==> src/rtl/ram_fifo_pkg.sv <==
// Shared constants and types for the RAM-backed FIFO controller.
package ram_fifo_pkg;

  localparam int unsigned DATAWID = 18;
  localparam int unsigned WEWID   = 2;

  localparam logic [WEWID-1:0] WEB_ALL  = 2'b00;
  localparam logic [WEWID-1:0] WEB_NONE = 2'b11;

  // Accepted-access combination for one cycle, encoded as {push, pop}.
  typedef enum logic [1:0] {
    AccIdle = 2'b00,
    AccPop  = 2'b01,
    AccPush = 2'b10,
    AccBoth = 2'b11
  } acc_e;

endpackage

==> src/rtl/ram_fifo_ptr.sv <==
// FIFO pointer with wrap bit: increments on accepted access, clears on flush or reset.
module ram_fifo_ptr #(
  parameter int unsigned ADDRWID = 8
) (
  input  logic             clk,
  input  logic             rst,
  input  logic             flush,
  input  logic             inc,
  output logic [ADDRWID:0] ptr
);

  logic [ADDRWID:0] ptr_q, ptr_d;

  always_comb begin
    ptr_d = ptr_q;
    if (flush) begin
      ptr_d = '0;
    end else if (inc) begin
      ptr_d = ptr_q + {{ADDRWID{1'b0}}, 1'b1};
    end
  end

  always_ff @(posedge clk or posedge rst) begin
    if (rst) begin
      ptr_q <= '0;
    end else begin
      ptr_q <= ptr_d;
    end
  end

  assign ptr = ptr_q;

endmodule

==> src/rtl/ram_fifo_ctl.sv <==
// Synchronous FIFO controller driving a dual-port RAM (port A write, port B read).
module ram_fifo_ctl
  import ram_fifo_pkg::*;
#(
  parameter int unsigned ADDRWID  = 8,
  parameter int unsigned AE_LEVEL = 4,
  parameter int unsigned AF_LEVEL = (1 << ADDRWID) - 4
) (
  input  logic               CLK,
  input  logic               RST,
  input  logic               FLUSH,
  input  logic               PUSH,
  input  logic [DATAWID-1:0] DIN,
  input  logic               POP,
  output logic [DATAWID-1:0] DOUT,
  output logic               DOUT_VALID,
  output logic               EMPTY,
  output logic               FULL,
  output logic               ALMOST_EMPTY,
  output logic               ALMOST_FULL,
  output logic [ADDRWID:0]   COUNT,
  output logic               OVERRUN,
  output logic               UNDERRUN,
  output logic [ADDRWID-1:0] AA,
  output logic [ADDRWID-1:0] AB,
  output logic               CENA,
  output logic               CENB,
  output logic               WENA,
  output logic               WENB,
  output logic [WEWID-1:0]   WENBA,
  output logic [WEWID-1:0]   WENBB,
  output logic [DATAWID-1:0] DA,
  input  logic [DATAWID-1:0] QB
);

  localparam int unsigned      DEPTH   = 1 << ADDRWID;
  localparam logic [ADDRWID:0] DEPTH_C = DEPTH[ADDRWID:0];
  localparam logic [ADDRWID:0] AE_C    = AE_LEVEL[ADDRWID:0];
  localparam logic [ADDRWID:0] AF_C    = AF_LEVEL[ADDRWID:0];
  localparam logic [ADDRWID:0] ONE_C   = {{ADDRWID{1'b0}}, 1'b1};

  logic               push_ok, pop_ok;
  acc_e               acc;
  logic [ADDRWID:0]   wptr, rptr;
  logic [ADDRWID:0]   count_q, count_d;
  logic               empty_q, full_q, aempty_q, afull_q;
  logic               ovr_q, und_q;
  logic               rd_pend_q, dout_valid_q;
  logic [DATAWID-1:0] dout_q;

  // Flags are registered, so acceptance only depends on PUSH/POP and state.
  // RST gates the enables so the RAM sees no access while reset is held.
  assign push_ok = PUSH & ~full_q & ~FLUSH & ~RST;
  assign pop_ok  = POP & ~empty_q & ~FLUSH & ~RST;
  assign acc     = acc_e'({push_ok, pop_ok});

  ram_fifo_ptr #(
    .ADDRWID (ADDRWID)
  ) u_wptr (
    .clk   (CLK),
    .rst   (RST),
    .flush (FLUSH),
    .inc   (push_ok),
    .ptr   (wptr)
  );

  ram_fifo_ptr #(
    .ADDRWID (ADDRWID)
  ) u_rptr (
    .clk   (CLK),
    .rst   (RST),
    .flush (FLUSH),
    .inc   (pop_ok),
    .ptr   (rptr)
  );

  always_comb begin
    count_d = count_q;
    if (FLUSH) begin
      count_d = '0;
    end else begin
      case (acc)
        AccPush: count_d = count_q + ONE_C;
        AccPop:  count_d = count_q - ONE_C;
        default: count_d = count_q;
      endcase
    end
  end

  always_ff @(posedge CLK or posedge RST) begin
    if (RST) begin
      count_q      <= '0;
      empty_q      <= 1'b1;
      aempty_q     <= 1'b1;
      full_q       <= 1'b0;
      afull_q      <= 1'b0;
      ovr_q        <= 1'b0;
      und_q        <= 1'b0;
      rd_pend_q    <= 1'b0;
      dout_valid_q <= 1'b0;
      dout_q       <= '0;
    end else begin
      count_q  <= count_d;
      empty_q  <= (count_d == '0);
      aempty_q <= (count_d <= AE_C);
      full_q   <= (count_d == DEPTH_C);
      afull_q  <= (count_d >= AF_C);
      if (FLUSH) begin
        ovr_q        <= 1'b0;
        und_q        <= 1'b0;
        rd_pend_q    <= 1'b0;
        dout_valid_q <= 1'b0;
        dout_q       <= '0;
      end else begin
        ovr_q        <= ovr_q | (PUSH & full_q);
        und_q        <= und_q | (POP & empty_q);
        // QB is valid the cycle after the RAM read; capture it one edge later.
        rd_pend_q    <= pop_ok;
        dout_valid_q <= rd_pend_q;
        if (rd_pend_q) begin
          dout_q <= QB;
        end
      end
    end
  end

  // The wrap bits make the pointer distance equal the occupancy at all times.
  assert property (@(posedge CLK) disable iff (RST) ((wptr - rptr) == count_q));

  assign AA    = wptr[ADDRWID-1:0];
  assign AB    = rptr[ADDRWID-1:0];
  assign CENA  = ~push_ok;
  assign WENA  = ~push_ok;
  assign WENBA = push_ok ? WEB_ALL : WEB_NONE;
  assign DA    = DIN;
  assign CENB  = ~pop_ok;
  assign WENB  = 1'b1;
  assign WENBB = WEB_NONE;

  assign COUNT        = count_q;
  assign EMPTY        = empty_q;
  assign FULL         = full_q;
  assign ALMOST_EMPTY = aempty_q;
  assign ALMOST_FULL  = afull_q;
  assign OVERRUN      = ovr_q;
  assign UNDERRUN     = und_q;
  assign DOUT         = dout_q;
  assign DOUT_VALID   = dout_valid_q;

endmodule

==> config.mk <==
export PLATFORM = sky130hd
export DESIGN_NAME = ram_fifo_ctl
export DESIGN_NICKNAME = d
export VERILOG_FILES = /design/src/rtl/ram_fifo_pkg.sv /design/src/rtl/ram_fifo_ptr.sv /design/src/rtl/ram_fifo_ctl.sv
export SDC_FILE = /design/constraint.sdc
export NUM_CORES = 1
export LEC_CHECK = 0
export CAP_MARGIN = 20
export CORE_MARGIN = 1
export CORE_UTILIZATION = 30
export DETAILED_ROUTE_END_ITERATION = 10
export GPL_TIMING_DRIVEN = 0
export PLACE_DENSITY = 0.57
export SKIP_LAST_GASP = 1
export SYNTH_ARGS = -nofsm -noshare
export SYNTH_HDL_FRONTEND = slang
export SYNTH_SLANG_ARGS = --single-unit
export TNS_END_PERCENT = 1
==> constraint.sdc <==
create_clock -name CLK -period 3.8 [get_ports CLK]
set_input_delay 0.38 -clock CLK [delete_from_list [all_inputs] [get_ports CLK]]
set_output_delay 0.38 -clock CLK [all_outputs]
set_load 0.02 [all_outputs]
==> out/results.txt <==
Worst Setup SP: RST
Netlist cell types: 54
Post-Synthesis Cells: 277
fraction of registers with async set/reset: 1.00
Placer Congestion: 0.812
RSZ-0062 raised after global routing: false
crit path launch type: input port
switch share: 0.291
CTS buffer count: 5
Power Density: 294 nW/µm²
ant diodes: 0
Final Max Slew Viols: 0
Yosys warning count: 0
Net Sw Power: 0.348 mW
Die X: 98.9 µm
post-route insts no fill: 496
Post-Syn Area: 2820 µm²
DR pass1 iterations: 4
FMAX: 286 MHz
Req. time, crit path: 4.03 ns
Synth Area in Adders: 0.0515
share of power burned in registers: 0.491
WL final: 6.78 mm
Clock transition at path regs: 0.10 ns
Gate power share: 0.224
worst slew pin tran: 0.710 ns
initial antenna violation count: 0
DR WL/cell: 13.7 µm
minimum clock period: 3.50 ns
Cell Rows: 35
main combinational cell family by area after synthesis: simple AND/OR/NAND/NOR gates
CTS tree: built
register area: 1280 µm²
Final nets: 436
buffers added on ports: 94
filler instances: 892
final setup fails: 0
sequential-to-total area share from yosys stat: 0.454
max-cap violation count: 0
number of synthesized flops with an enable pin: 0
outcome: finished clean
drt initial violations: 63
I/O pin total: 117
CTS H-tree lvls: 2
flops & latches, synth: 51
Reg-to-Reg Start: FULL
area share of xor/xnor cells in the synthesized design: 0.0249
mux cell area share after synthesis: 0.0790
fin crit share: 0.921
Hold Vio Cnt, Final: 0
Main synth FF type: dfrtp_1
Area Overhead vs Synth: 44.3%
Pleak: 1.81 nW
vias per cell: 4.74
placed cell count: 485
Slew HR: 0.526
worst slack at placement: -0.439 ns
Compound-Gate Fraction of Synth Area: 0.113
DRC viols: 0
layout cells sized above 1: 0.148
crit-path max FO: 9
vias in the first global route: 2242
Post-CTS Hold Fix Bufs: 0
WP data arrival: 3.73 ns
class of the most critical setup path: in -> reg
peak supply drop: 0.143 mV
worst min path class: reg -> reg
Die Y-Extent: 98.9 µm
setup TNS: 0 ns
Global Route Usage Sum: 0.142
Clk pwr share: 0.285
clock skew: 0.00807 ns
P_int: 0.847 mW
clk sinks: 51
Post-DRT Antenna Nets: 0
Core Box Area: 9150 µm²
first-pass GRT wire length: 11.0 mm
grt total ovfl: 0
post-DP HPWL: 5.02 mm
largest net degree at the start of global routing: 38
Starting Density: 0.308
worst hold slack: 0.497 ns
worst hold path startpoint: u_wptr.ptr[7]
Final WS setup: 0.300 ns
Worst-Skew Late Latency: 0.31 ns
Die ar.: 9790 µm²
area of the multi-input gates: 1300 µm²
Worst setup EP type: flip-flop
via count: 2350
Clock Path Buffers: 2
syn avg cell area: 10.2 µm²
Simple-Gate Fraction of Synth Area: 0.182
clock root cell: clkbuf_8
Final Power: 1.20 mW
synthesized netlist by cell type, types with 3 or more instances:
| master | number | area share |
|---|---|---|
| buf_4 | 24 | 0.064 |
| inv_1 | 11 | 0.015 |
| nand3b_1 | 4 | 0.011 |
| o21ai_0 | 12 | 0.021 |
| clkbuf_1 | 5 | 0.0067 |
| mux2i_1 | 20 | 0.071 |
| nand4_1 | 6 | 0.013 |
| ha_1 | 10 | 0.044 |
| nor3_1 | 4 | 0.0071 |
| a21oi_1 | 5 | 0.0089 |
| nand3_1 | 5 | 0.0089 |
| nor2b_1 | 4 | 0.0089 |
| nor2_1 | 43 | 0.057 |
| dfrtp_1 | 49 | 0.43 |
| xor2_1 | 6 | 0.019 |
| or3_1 | 3 | 0.0067 |
| buf_2 | 3 | 0.0053 |
| nand2_1 | 11 | 0.015 |
| a21o_1 | 4 | 0.011 |
| nand2b_1 | 4 | 0.0089 |
registers in the layout (all words and copies together), names as in the netlist, 8 cells and up:
register and cells:
COUNT 9, DOUT 18, u_rptr.ptr 8, u_wptr.ptr 8
layout by cell type, fill, tap and decap left out, types with 2 or more instances in the layout:
cell             instances
a211o_1                  2
a211oi_1                 2
a21o_1                   4
a21oi_1                  5
and3_1                   2
buf_1                    2
buf_2                    3
buf_4                   27
clkbuf_1                 5
clkbuf_8                 6
clkdlybuf4s50_1         94
conb_1                   3
dfrtp_1                 49
dfstp_2                  2
ha_1                     9
inv_1                   10
inv_2                    2
mux2_2                   2
mux2i_1                 20
nand2_1                 11
nand2b_1                 4
nand3_1                  5
nand3b_1                 4
nand4_1                  6
nor2_1                  43
nor2b_1                  4
nor3_1                   4
nor4b_4                  2
o21a_1                   2
o21ai_0                 12
o41ai_1                  2
or2_2                    2
or3_1                    3
xnor2_1                  2
xor2_1                   6
power by group through the flow:
| stage | combinational (mW) | sequential (mW) | clock, mW |
|---|---|---|---|
| floorplan | 0.127 | 0.617 | 0 |
| global placement | 0.261 | 0.597 | 0 |
| detailed placement | 0.265 | 0.597 | 0 |
| CTS | 0.268 | 0.587 | 0.359 |
| global route | 0.291 | 0.590 | 0.379 |
| finish | 0.268 | 0.586 | 0.341 |
path summary, 6_finish.rpt:
path	to	slack (ns)	depth (start not counted)
min in group asynchronous	u_wptr.ptr[6]	0.60	2
max in group asynchronous	COUNT[0]	2.70	3
min	u_wptr.ptr[7]	0.50	1
max reg2reg	ALMOST_EMPTY	0.50	11
max	ALMOST_EMPTY	0.30	12
min reg2reg	u_wptr.ptr[7]	0.50	1
area by class of cell:
class	count	share of cell area
timing repair buffer	98	0.242
tap	111	0.0341
multi-input combinational	182	0.320
clock buffer	6	0.0203
sequential	51	0.314
clock inverter	2	0.00400
buffer	34	0.0544
inverter	12	0.0111
cell families (layout without fill, tap and decap cells):
| family | Yosys count | after routing |
|---|---|---|
| AO/OA/AOI/OAI | 40 | 40 |
| XOR/XNOR | 8 | 8 |
| adder cells (fa/ha/maj) | 11 | 11 |
| buffers and inverters | 46 | 152 |
| flip-flops | 51 | 51 |
| multiplexers | 22 | 22 |
| other | 1 | 3 |
| AND/OR/NAND/NOR | 98 | 98 |
worst max-delay path: stages:
cell,delay (ns)
clkdlybuf4s50_1,0.58
nor4b_4,0.34
inv_1,0.25
ha_4,0.27
ha_1,0.22
or2_2,0.31
or3_1,0.30
o2bb2ai_1,0.15
mux2_2,0.36
mux2i_1,0.26
inv_1,0.14
a211oi_2,0.17
stage by stage:
step,util,cell area (µm²)
after detailed placement,0.429,3930
after CTS,0.441,4040
after global routing,0.445,4070
final,0.445,4070
after floorplan,-,2830
after global placement,0.427,3910
what timing repair did:
action / CTS / global route
setup buffers: 0 / 3
endpoints found under the setup margin: 5 / 5
pin swaps: 0 / 2
resized for setup: 2 / 1
routing by layer:
| layer | part of all wire | global-route usage |
|---|---|---|
| met1 | 0.46 | 0.188 |
| met2 | 0.47 | 0.236 |
| met3 | 0.057 | 0.0305 |
| met4 | 0.0096 | 0.0379 |
| met5 | 0 | 0 |
No activity file was read; power rests on OpenSTA's default activity.
